[config.mk]
export PLATFORM = sky130hd
export DESIGN_NAME = spi_slave_os
export DESIGN_NICKNAME = d
export VERILOG_FILES = /design/src/rtl/spi_pkg.sv /design/src/rtl/spi_sync_edge.sv /design/src/rtl/spi_slave_os.sv
export SDC_FILE = /design/constraint.sdc
export NUM_CORES = 1
export LEC_CHECK = 0
export ABC_AREA = 1
export ABC_CLOCK_PERIOD_IN_PS = 2600
export CORE_ASPECT_RATIO = 2
export CORE_MARGIN = 2
export CORE_UTILIZATION = 55
export CTS_CLUSTER_DIAMETER = 150
export DETAILED_ROUTE_END_ITERATION = 8
export GPL_TIMING_DRIVEN = 0
export PLACE_DENSITY = 0.78
export SETUP_SLACK_MARGIN = 0.4
export SLEW_MARGIN = 20
export SYNTH_ARGS = -nofsm -noshare
export SYNTH_HDL_FRONTEND = slang
export SYNTH_SLANG_ARGS = --single-unit
export TNS_END_PERCENT = 20
[constraint.sdc]
create_clock -name clk -period 2.6 [get_ports clk]
set_input_delay 0.78 -clock clk [delete_from_list [all_inputs] [get_ports clk]]
set_output_delay 0.78 -clock clk [all_outputs]
set_load 0.1 [all_outputs]
[src/rtl/spi_pkg.sv]
// rtl/spi_pkg.sv - shared types and edge-role helpers for the oversampled SPI slave
//   spi_mode_t     : MODE0..MODE3, encoded as {CPOL, CPHA}
//   edge_sel_t     : which synchronised SCLK edge samples and which one shifts
//   MIN_OVERSAMPLE : minimum clk/SCLK ratio the synchronised front end tolerates
package spi_pkg;

  localparam int MIN_OVERSAMPLE = 8;

  typedef enum logic [1:0] {
    MODE0 = 2'b00,
    MODE1 = 2'b01,
    MODE2 = 2'b10,
    MODE3 = 2'b11
  } spi_mode_t;

  typedef struct packed {
    logic sample_on_rise;
    logic shift_on_rise;
  } edge_sel_t;

  function automatic spi_mode_t make_mode(input logic cpol, input logic cpha);
    return spi_mode_t'({cpol, cpha});
  endfunction

  // Leading edge is a rise when CPOL=0; sampling happens on the leading
  // edge when CPHA=0. Both together reduce to an XNOR of the mode bits.
  function automatic edge_sel_t edge_sel(input spi_mode_t mode);
    edge_sel_t es;
    es.sample_on_rise = ~(mode[1] ^ mode[0]);
    es.shift_on_rise  = ~es.sample_on_rise;
    return es;
  endfunction

endpackage

[src/rtl/spi_sync_edge.sv]
// rtl/spi_sync_edge.sv - 2-FF synchroniser with rise/fall pulse outputs
//   clk, rst_n : system clock, synchronous active-low reset
//   async_in   : asynchronous pad input
//   rise, fall : one-clk pulses on the synchronised input's edges
module spi_sync_edge (
  input  logic clk,
  input  logic rst_n,
  input  logic async_in,
  output logic rise,
  output logic fall
);

  logic [1:0] sync_q;
  logic       prev_q;

  // Reset to 0 so that a cs_n already low when reset releases never looks
  // like a falling edge; a stale frame is then ignored until cs_n toggles.
  always_ff @(posedge clk) begin
    if (!rst_n) begin
      sync_q <= 2'b00;
      prev_q <= 1'b0;
    end else begin
      sync_q <= {sync_q[0], async_in};
      prev_q <= sync_q[1];
    end
  end

  assign rise = sync_q[1] & ~prev_q;
  assign fall = ~sync_q[1] & prev_q;

endmodule

[src/rtl/spi_slave_os.sv]
// rtl/spi_slave_os.sv - oversampled SPI slave, any CPOL/CPHA, buffered word interfaces
//   clk, rst_n                  : system clock, synchronous active-low reset
//   sclk, cs_n, mosi            : asynchronous SPI pads
//   miso, miso_oe               : SPI data out and pad enable
//   rx_data/rx_valid/rx_ready   : received-word hand-off
//   tx_data/tx_valid/tx_ready   : one-entry transmit buffer
//   rx_overrun, tx_underrun     : one-clk error pulses
module spi_slave_os
  import spi_pkg::*;
#(
  parameter int          FPGA_CLK  = 12_000_000,
  parameter int          SPI_CLK   = 1_000_000,
  parameter int          DATA_SIZE = 16,
  parameter bit          CPOL      = 1'b0,
  parameter bit          CPHA      = 1'b0,
  parameter bit          MSB_FIRST = 1'b1,
  parameter logic [63:0] IDLE_WORD = 64'h5555
) (
  input  logic                 clk,
  input  logic                 rst_n,
  input  logic                 sclk,
  input  logic                 cs_n,
  input  logic                 mosi,
  output logic                 miso,
  output logic                 miso_oe,
  output logic [DATA_SIZE-1:0] rx_data,
  output logic                 rx_valid,
  input  logic                 rx_ready,
  input  logic [DATA_SIZE-1:0] tx_data,
  input  logic                 tx_valid,
  output logic                 tx_ready,
  output logic                 rx_overrun,
  output logic                 tx_underrun
);

  if (FPGA_CLK < MIN_OVERSAMPLE * SPI_CLK) begin : g_clk_check
    $error("spi_slave_os: FPGA_CLK must be at least 8x SPI_CLK");
  end
  if (DATA_SIZE < 4 || DATA_SIZE > 64) begin : g_size_check
    $error("spi_slave_os: DATA_SIZE must be 4..64");
  end

  localparam int                   CNT_W     = $clog2(DATA_SIZE);
  localparam logic [CNT_W-1:0]     LAST_BIT  = CNT_W'(DATA_SIZE - 1);
  localparam int                   FIRST_IDX = MSB_FIRST ? DATA_SIZE - 1 : 0;
  localparam int                   NEXT_IDX  = MSB_FIRST ? DATA_SIZE - 2 : 1;
  localparam logic [DATA_SIZE-1:0] IDLE_W    = IDLE_WORD[DATA_SIZE-1:0];
  localparam edge_sel_t            ES        = edge_sel(make_mode(CPOL, CPHA));

  localparam logic [0:0] ST_IDLE   = 1'b0;
  localparam logic [0:0] ST_ACTIVE = 1'b1;

  logic                 sclk_rise, sclk_fall, cs_rise, cs_fall;
  logic [1:0]           mosi_q;
  logic                 mosi_s;
  logic [0:0]           state;
  logic [CNT_W-1:0]     bit_cnt;
  logic                 reload_pend;
  logic [DATA_SIZE-1:0] rx_sr, tx_sr, buf_data;
  logic                 buf_full;

  logic                 sample_edge, shift_edge, active_ok;
  logic                 sample, complete, start, reload, load, underrun_now;
  logic [DATA_SIZE-1:0] load_word, rx_next, tx_shifted;

  spi_sync_edge u_sclk_sync (
    .clk      (clk),
    .rst_n    (rst_n),
    .async_in (sclk),
    .rise     (sclk_rise),
    .fall     (sclk_fall)
  );

  spi_sync_edge u_cs_sync (
    .clk      (clk),
    .rst_n    (rst_n),
    .async_in (cs_n),
    .rise     (cs_rise),
    .fall     (cs_fall)
  );

  always_ff @(posedge clk) begin
    if (!rst_n) mosi_q <= 2'b00;
    else        mosi_q <= {mosi_q[0], mosi};
  end
  assign mosi_s = mosi_q[1];

  assign sample_edge = ES.sample_on_rise ? sclk_rise : sclk_fall;
  assign shift_edge  = ES.shift_on_rise  ? sclk_rise : sclk_fall;

  // cs_n rising wins over any SCLK edge seen in the same cycle.
  assign active_ok = (state == ST_ACTIVE) && !cs_rise;
  assign sample    = active_ok && sample_edge;
  assign complete  = sample && (bit_cnt == LAST_BIT);
  assign start     = (state == ST_IDLE) && cs_fall;
  assign reload    = active_ok && shift_edge && reload_pend;
  assign load      = start || reload;

  // Buffered word first; an empty buffer bypasses a word offered this cycle.
  assign load_word    = buf_full ? buf_data : (tx_valid ? tx_data : IDLE_W);
  assign underrun_now = load && !buf_full && !tx_valid;

  assign rx_next    = MSB_FIRST ? {rx_sr[DATA_SIZE-2:0], mosi_s} : {mosi_s, rx_sr[DATA_SIZE-1:1]};
  assign tx_shifted = MSB_FIRST ? {tx_sr[DATA_SIZE-2:0], 1'b0}   : {1'b0, tx_sr[DATA_SIZE-1:1]};
  assign tx_ready   = !buf_full;

  always_ff @(posedge clk) begin
    if (!rst_n) begin
      state       <= ST_IDLE;
      bit_cnt     <= '0;
      reload_pend <= 1'b0;
      rx_sr       <= '0;
      tx_sr       <= '0;
      buf_data    <= '0;
      buf_full    <= 1'b0;
      miso        <= 1'b0;
      miso_oe     <= 1'b0;
      rx_data     <= '0;
      rx_valid    <= 1'b0;
      rx_overrun  <= 1'b0;
      tx_underrun <= 1'b0;
    end else begin
      rx_overrun  <= 1'b0;
      tx_underrun <= underrun_now;

      if (load)                      buf_full <= 1'b0;
      else if (tx_valid && !buf_full) begin
        buf_full <= 1'b1;
        buf_data <= tx_data;
      end

      if (complete) begin
        if (!rx_valid || rx_ready) begin
          rx_data  <= rx_next;
          rx_valid <= 1'b1;
        end else begin
          rx_overrun <= 1'b1;
        end
      end else if (rx_valid && rx_ready) begin
        rx_valid <= 1'b0;
      end

      case (state)
        ST_IDLE: begin
          if (cs_fall) begin
            state       <= ST_ACTIVE;
            bit_cnt     <= '0;
            reload_pend <= 1'b0;
            tx_sr       <= load_word;
            miso_oe     <= 1'b1;
            // CPHA=1 waits for the first leading edge before driving a bit.
            miso        <= CPHA ? 1'b0 : load_word[FIRST_IDX];
          end
        end
        ST_ACTIVE: begin
          if (cs_rise) begin
            state       <= ST_IDLE;
            bit_cnt     <= '0;
            reload_pend <= 1'b0;
            rx_sr       <= '0;
            miso_oe     <= 1'b0;
            miso        <= 1'b0;
          end else if (sample) begin
            rx_sr <= rx_next;
            if (bit_cnt == LAST_BIT) begin
              bit_cnt     <= '0;
              reload_pend <= 1'b1;
            end else begin
              bit_cnt <= bit_cnt + 1'b1;
            end
          end else if (shift_edge) begin
            if (reload_pend) begin
              reload_pend <= 1'b0;
              tx_sr       <= load_word;
              miso        <= load_word[FIRST_IDX];
            end else if (bit_cnt != '0) begin
              tx_sr <= tx_shifted;
              miso  <= tx_sr[NEXT_IDX];
            end else if (CPHA) begin
              // First leading edge of the frame: present bit 0 without shifting.
              miso <= tx_sr[FIRST_IDX];
            end
          end
        end
        default: state <= ST_IDLE;
      endcase
    end
  end

endmodule
==> results.py <==
metrics = {
    "floorplan": {
        "core-area_mm2": 0.00667,
        "die_h_um": 122,
        "core.rowCount": 42,
        "initial_utilization": 0.570,
        "die_area_mm2": 0.00764,
        "io-pin-count": 45,
        "die_width_um": 62.8,
    },
    "logic_synthesis": {
        "ys_seq_area_frac": 0.431,
        "syn_area_per_cell_um2": 6.83,
        "ys.warnings.count": 0,
        "ys_ff_latch": 82,
        "synth_top_area_frac": 0.431,
        "syn_inst": 557,
        "synth_area_leaders": "dfxtp_1 (43%), nand2_1 (17%), inv_1 (7.8%)",
        "synth.distinct_cells": 30,
        "synth_top_area_cell": "dfxtp_1",
        "synthesis.area_mm2": 0.00381,
        "synthesis.nets": 582,
    },
    "global_route": {
        "track_usage": 0.260,
        "grt_antenna_before_repair": 0,
        "gr-total-overflow": 0,
        "grt_max_degree": 14,
        "grt_pass1_wl_um": 15600,
        "grt_pass1_vias": 3499,
    },
    "timing": {
        "setup_viol": 0,
        "fmax_mhz": 436,
        "fin_skew_ns": 0.00491,
        "maxSlewViolCount": 0,
        "hold_violations": 0,
        "rsz0062_at_grt": "true",
        "whs_ns": 0.424,
        "post-route-period-util": 0.882,
        "setup_ws_ns": 0.308,
        "tightest_slew_ns": 0.957,
        "period_needed_ns": 2.29,
        "relSlewSlack": 0.364,
    },
    "clocking": {
        "clk_pin_slew_ns": 0.06,
        "cts_tree": "done",
        "clockBufferDepth": 2,
        "cts_inserted_buffers": 9,
        "insertion_delay_ns": 0.34,
        "clockRootBuffer": "clkbuf_16",
        "cts.sinks": 82,
        "htreeDepth": 3,
        "cts_setup_buffers": 0,
    },
    "drt": {
        "drt_iter0_drc": 205,
        "drt_wl_total_um": 9130,
        "route.vias.total": 3540,
        "drtPass1Iterations": 5,
        "drc": 0,
        "viasPerCell": 5.04,
        "drtAntennaViolNets": 0,
        "wl_per_cell_um": 13.0,
    },
    "worst_setup_path": {
        "crit_path_start_kind": "flop",
        "cp_data_arrival_time_ns": 1.51,
        "path_class": "flop to output pin",
        "required_ns": 1.82,
        "path_max_fanout": 2,
        "crit_family": "buffers and inverters",
        "crit_chain": "dlygate4sd2_1",
        "slowest_delay_ns": 0.85,
        "cp_slowest_cell": "dlygate4sd2_1",
        "crit_buf_inv": 1,
        "crit_path_end_kind": "output pin",
    },
    "flow_run": {
        "drv_cap": 0,
    },
    "place": {
        "io_buffers": 42,
        "hpwl_um": 6760,
        "dpl_worst_slack_ns": -0.0859,
        "dpl.cell_count": 687,
        "routabilityCongestion": 0.936,
    },
    "final_layout": {
        "nFillCells": 592,
        "fin_nets": 635,
        "post-route-util": 0.699,
        "area_growth_pct": 22.5,
        "num_antenna_cells": 0,
        "drive_gt1_frac": 0.114,
        "instances_no_fill": 702,
    },
    "run_status": {
        "status": "finished, final reports clean",
    },
    "power": {
        "ir_drop_uv": 567,
        "power_mw": 3.09,
        "p_leak_nw": 2.17,
        "powerDensity_mw_per_mm2": 663,
    },
    "hold_path": {
        "hold_class": "flop to flop",
    },
}
-- layer usage --
metal | vias to the layer above | GRT usage | routed length (µm)
met5 | - | 0 | 0
met4 | 0 | 0.126 | 308
met3 | 19 | 0.0425 | 291
met2 | 91 | 0.526 | 5280
met1 | 1615 | 0.244 | 3250
li1 | 1815 | - | -
-- cells in the mapped netlist --
| master | count |
|---|---|
| nor3_1 | 2 |
| and3_1 | 1 |
| nand3_2 | 3 |
| nor3b_1 | 1 |
| inv_1 | 79 |
| dfxtp_1 | 82 |
| a21oi_2 | 10 |
| o21ai_0 | 9 |
| or2_2 | 1 |
| nand2_2 | 4 |
| nor2_8 | 1 |
| nand4_4 | 1 |
| nor2_2 | 1 |
| o211ai_1 | 7 |
| inv_2 | 9 |
| o21ai_1 | 3 |
| nand4_1 | 9 |
| nor2_4 | 2 |
| clkbuf_1 | 7 |
| buf_4 | 3 |
| nor3_4 | 1 |
| nand2_1 | 176 |
| nand2_4 | 2 |
| nor2_1 | 57 |
| buf_2 | 8 |
| a21oi_1 | 27 |
| buf_1 | 3 |
| nand3_1 | 43 |
| buf_6 | 3 |
| ha_1 | 2 |
-- cells in the final DEF, fill, tap and decap left out, types with 2 or more instances in the layout --
cell | Yosys | final
nand2_4 | 2 | 2
a21oi_1 | 27 | 27
o21ai_0 | 9 | 9
a21oi_2 | 10 | 10
buf_1 | 3 | 3
clkbuf_2 | 0 | 2
clkbuf_1 | 7 | 7
nor2_4 | 2 | 2
clkdlybuf4s15_1 | 0 | 10
nand4_1 | 9 | 9
bufinv_16 | 0 | 3
inv_1 | 79 | 79
buf_6 | 3 | 3
nor3_1 | 2 | 2
clkbuf_16 | 0 | 9
clkdlybuf4s15_2 | 0 | 3
ha_1 | 2 | 2
nand2_1 | 176 | 176
dlygate4sd2_1 | 0 | 6
buf_4 | 3 | 4
o211ai_1 | 7 | 7
o21ai_1 | 3 | 3
buf_2 | 8 | 8
nand3_1 | 43 | 43
clkdlybuf4s50_1 | 0 | 20
dfxtp_1 | 82 | 82
nor2_1 | 57 | 57
nand3_2 | 3 | 3
inv_2 | 9 | 9
nand2_2 | 4 | 4
-- metrics by stage --
step | instance area, µm² | setup TNS [ns]
3_5_place_dp | 4340 | -0.0859
3_3_place_gp | 4340 | -0.0896
5_1_grt | 4660 | 0
4_1_cts | 4670 | 0
6_report | 4660 | 0
2_1_floorplan | 3810 | 0
-- kinds of logic after synthesis --
logic type | count (synthesis) | synth area share
buffers and inverters | 112 | 0.122
DFF | 82 | 0.431
AOI/OAI and AO/OA | 56 | 0.0881
adders and majority gates | 2 | 0.00657
and+or+nand+nor | 305 | 0.352
-- state kept, by name (all words and copies together), names as in the netlist, 2 cells and up --
signal,flops
rx_data,16
tx_sr,15
u_cs_sync.sync_q,2
buf_data,16
mosi_q,2
u_sclk_sync.sync_q,2
rx_sr,15
bit_cnt,4
-- worst reg2reg max path, cell delays in order (launching register included) --
cell	delay [ns]
dfxtp_1	0.37
ha_1	0.21
nand3_1	0.21
nor3_4	0.41
buf_6	0.20
nand3_1	0.08
a21oi_1	0.16
-- where the power goes --
group / switching [mW] / internal [mW]
logic: 0.198 / 0.112
registers: 0.0238 / 1.30
clock network: 0.496 / 0.957
-- repair_timing --
item,in CTS,in global routing
hold buffers,0,0
endpoints found under the setup margin,22,19
gates resized for setup,43,4
hold endpoints to repair,0,0
-- path summary, 6_finish.rpt --
kind / depth (start not counted) / from / slack (ns) / end
worst max register to register: 6 / bit_cnt[0] / 0.89 / rx_data[11]
worst min-delay path: 2 / u_sclk_sync.sync_q[0] / 0.42 / u_sclk_sync.sync_q[1]
worst min register to register: 2 / u_sclk_sync.sync_q[0] / 0.42 / u_sclk_sync.sync_q[1]
worst max-delay path: 1 / rx_valid / 0.31 / rx_valid
-- area by class of cell --
cell class / instances / area, µm² / area share
plain buffers: 24 / 134 / 0.0287
clock buffers: 10 / 239 / 0.0513
clock inverters: 5 / 103 / 0.0220
inverters: 88 / 330 / 0.0709
multi-input cells: 363 / 1700 / 0.365
flip-flops and latches: 82 / 1640 / 0.352
well taps: 88 / 110 / 0.0236
repair buffers: 42 / 404 / 0.0867
Power figures use the tool's default switching activity.
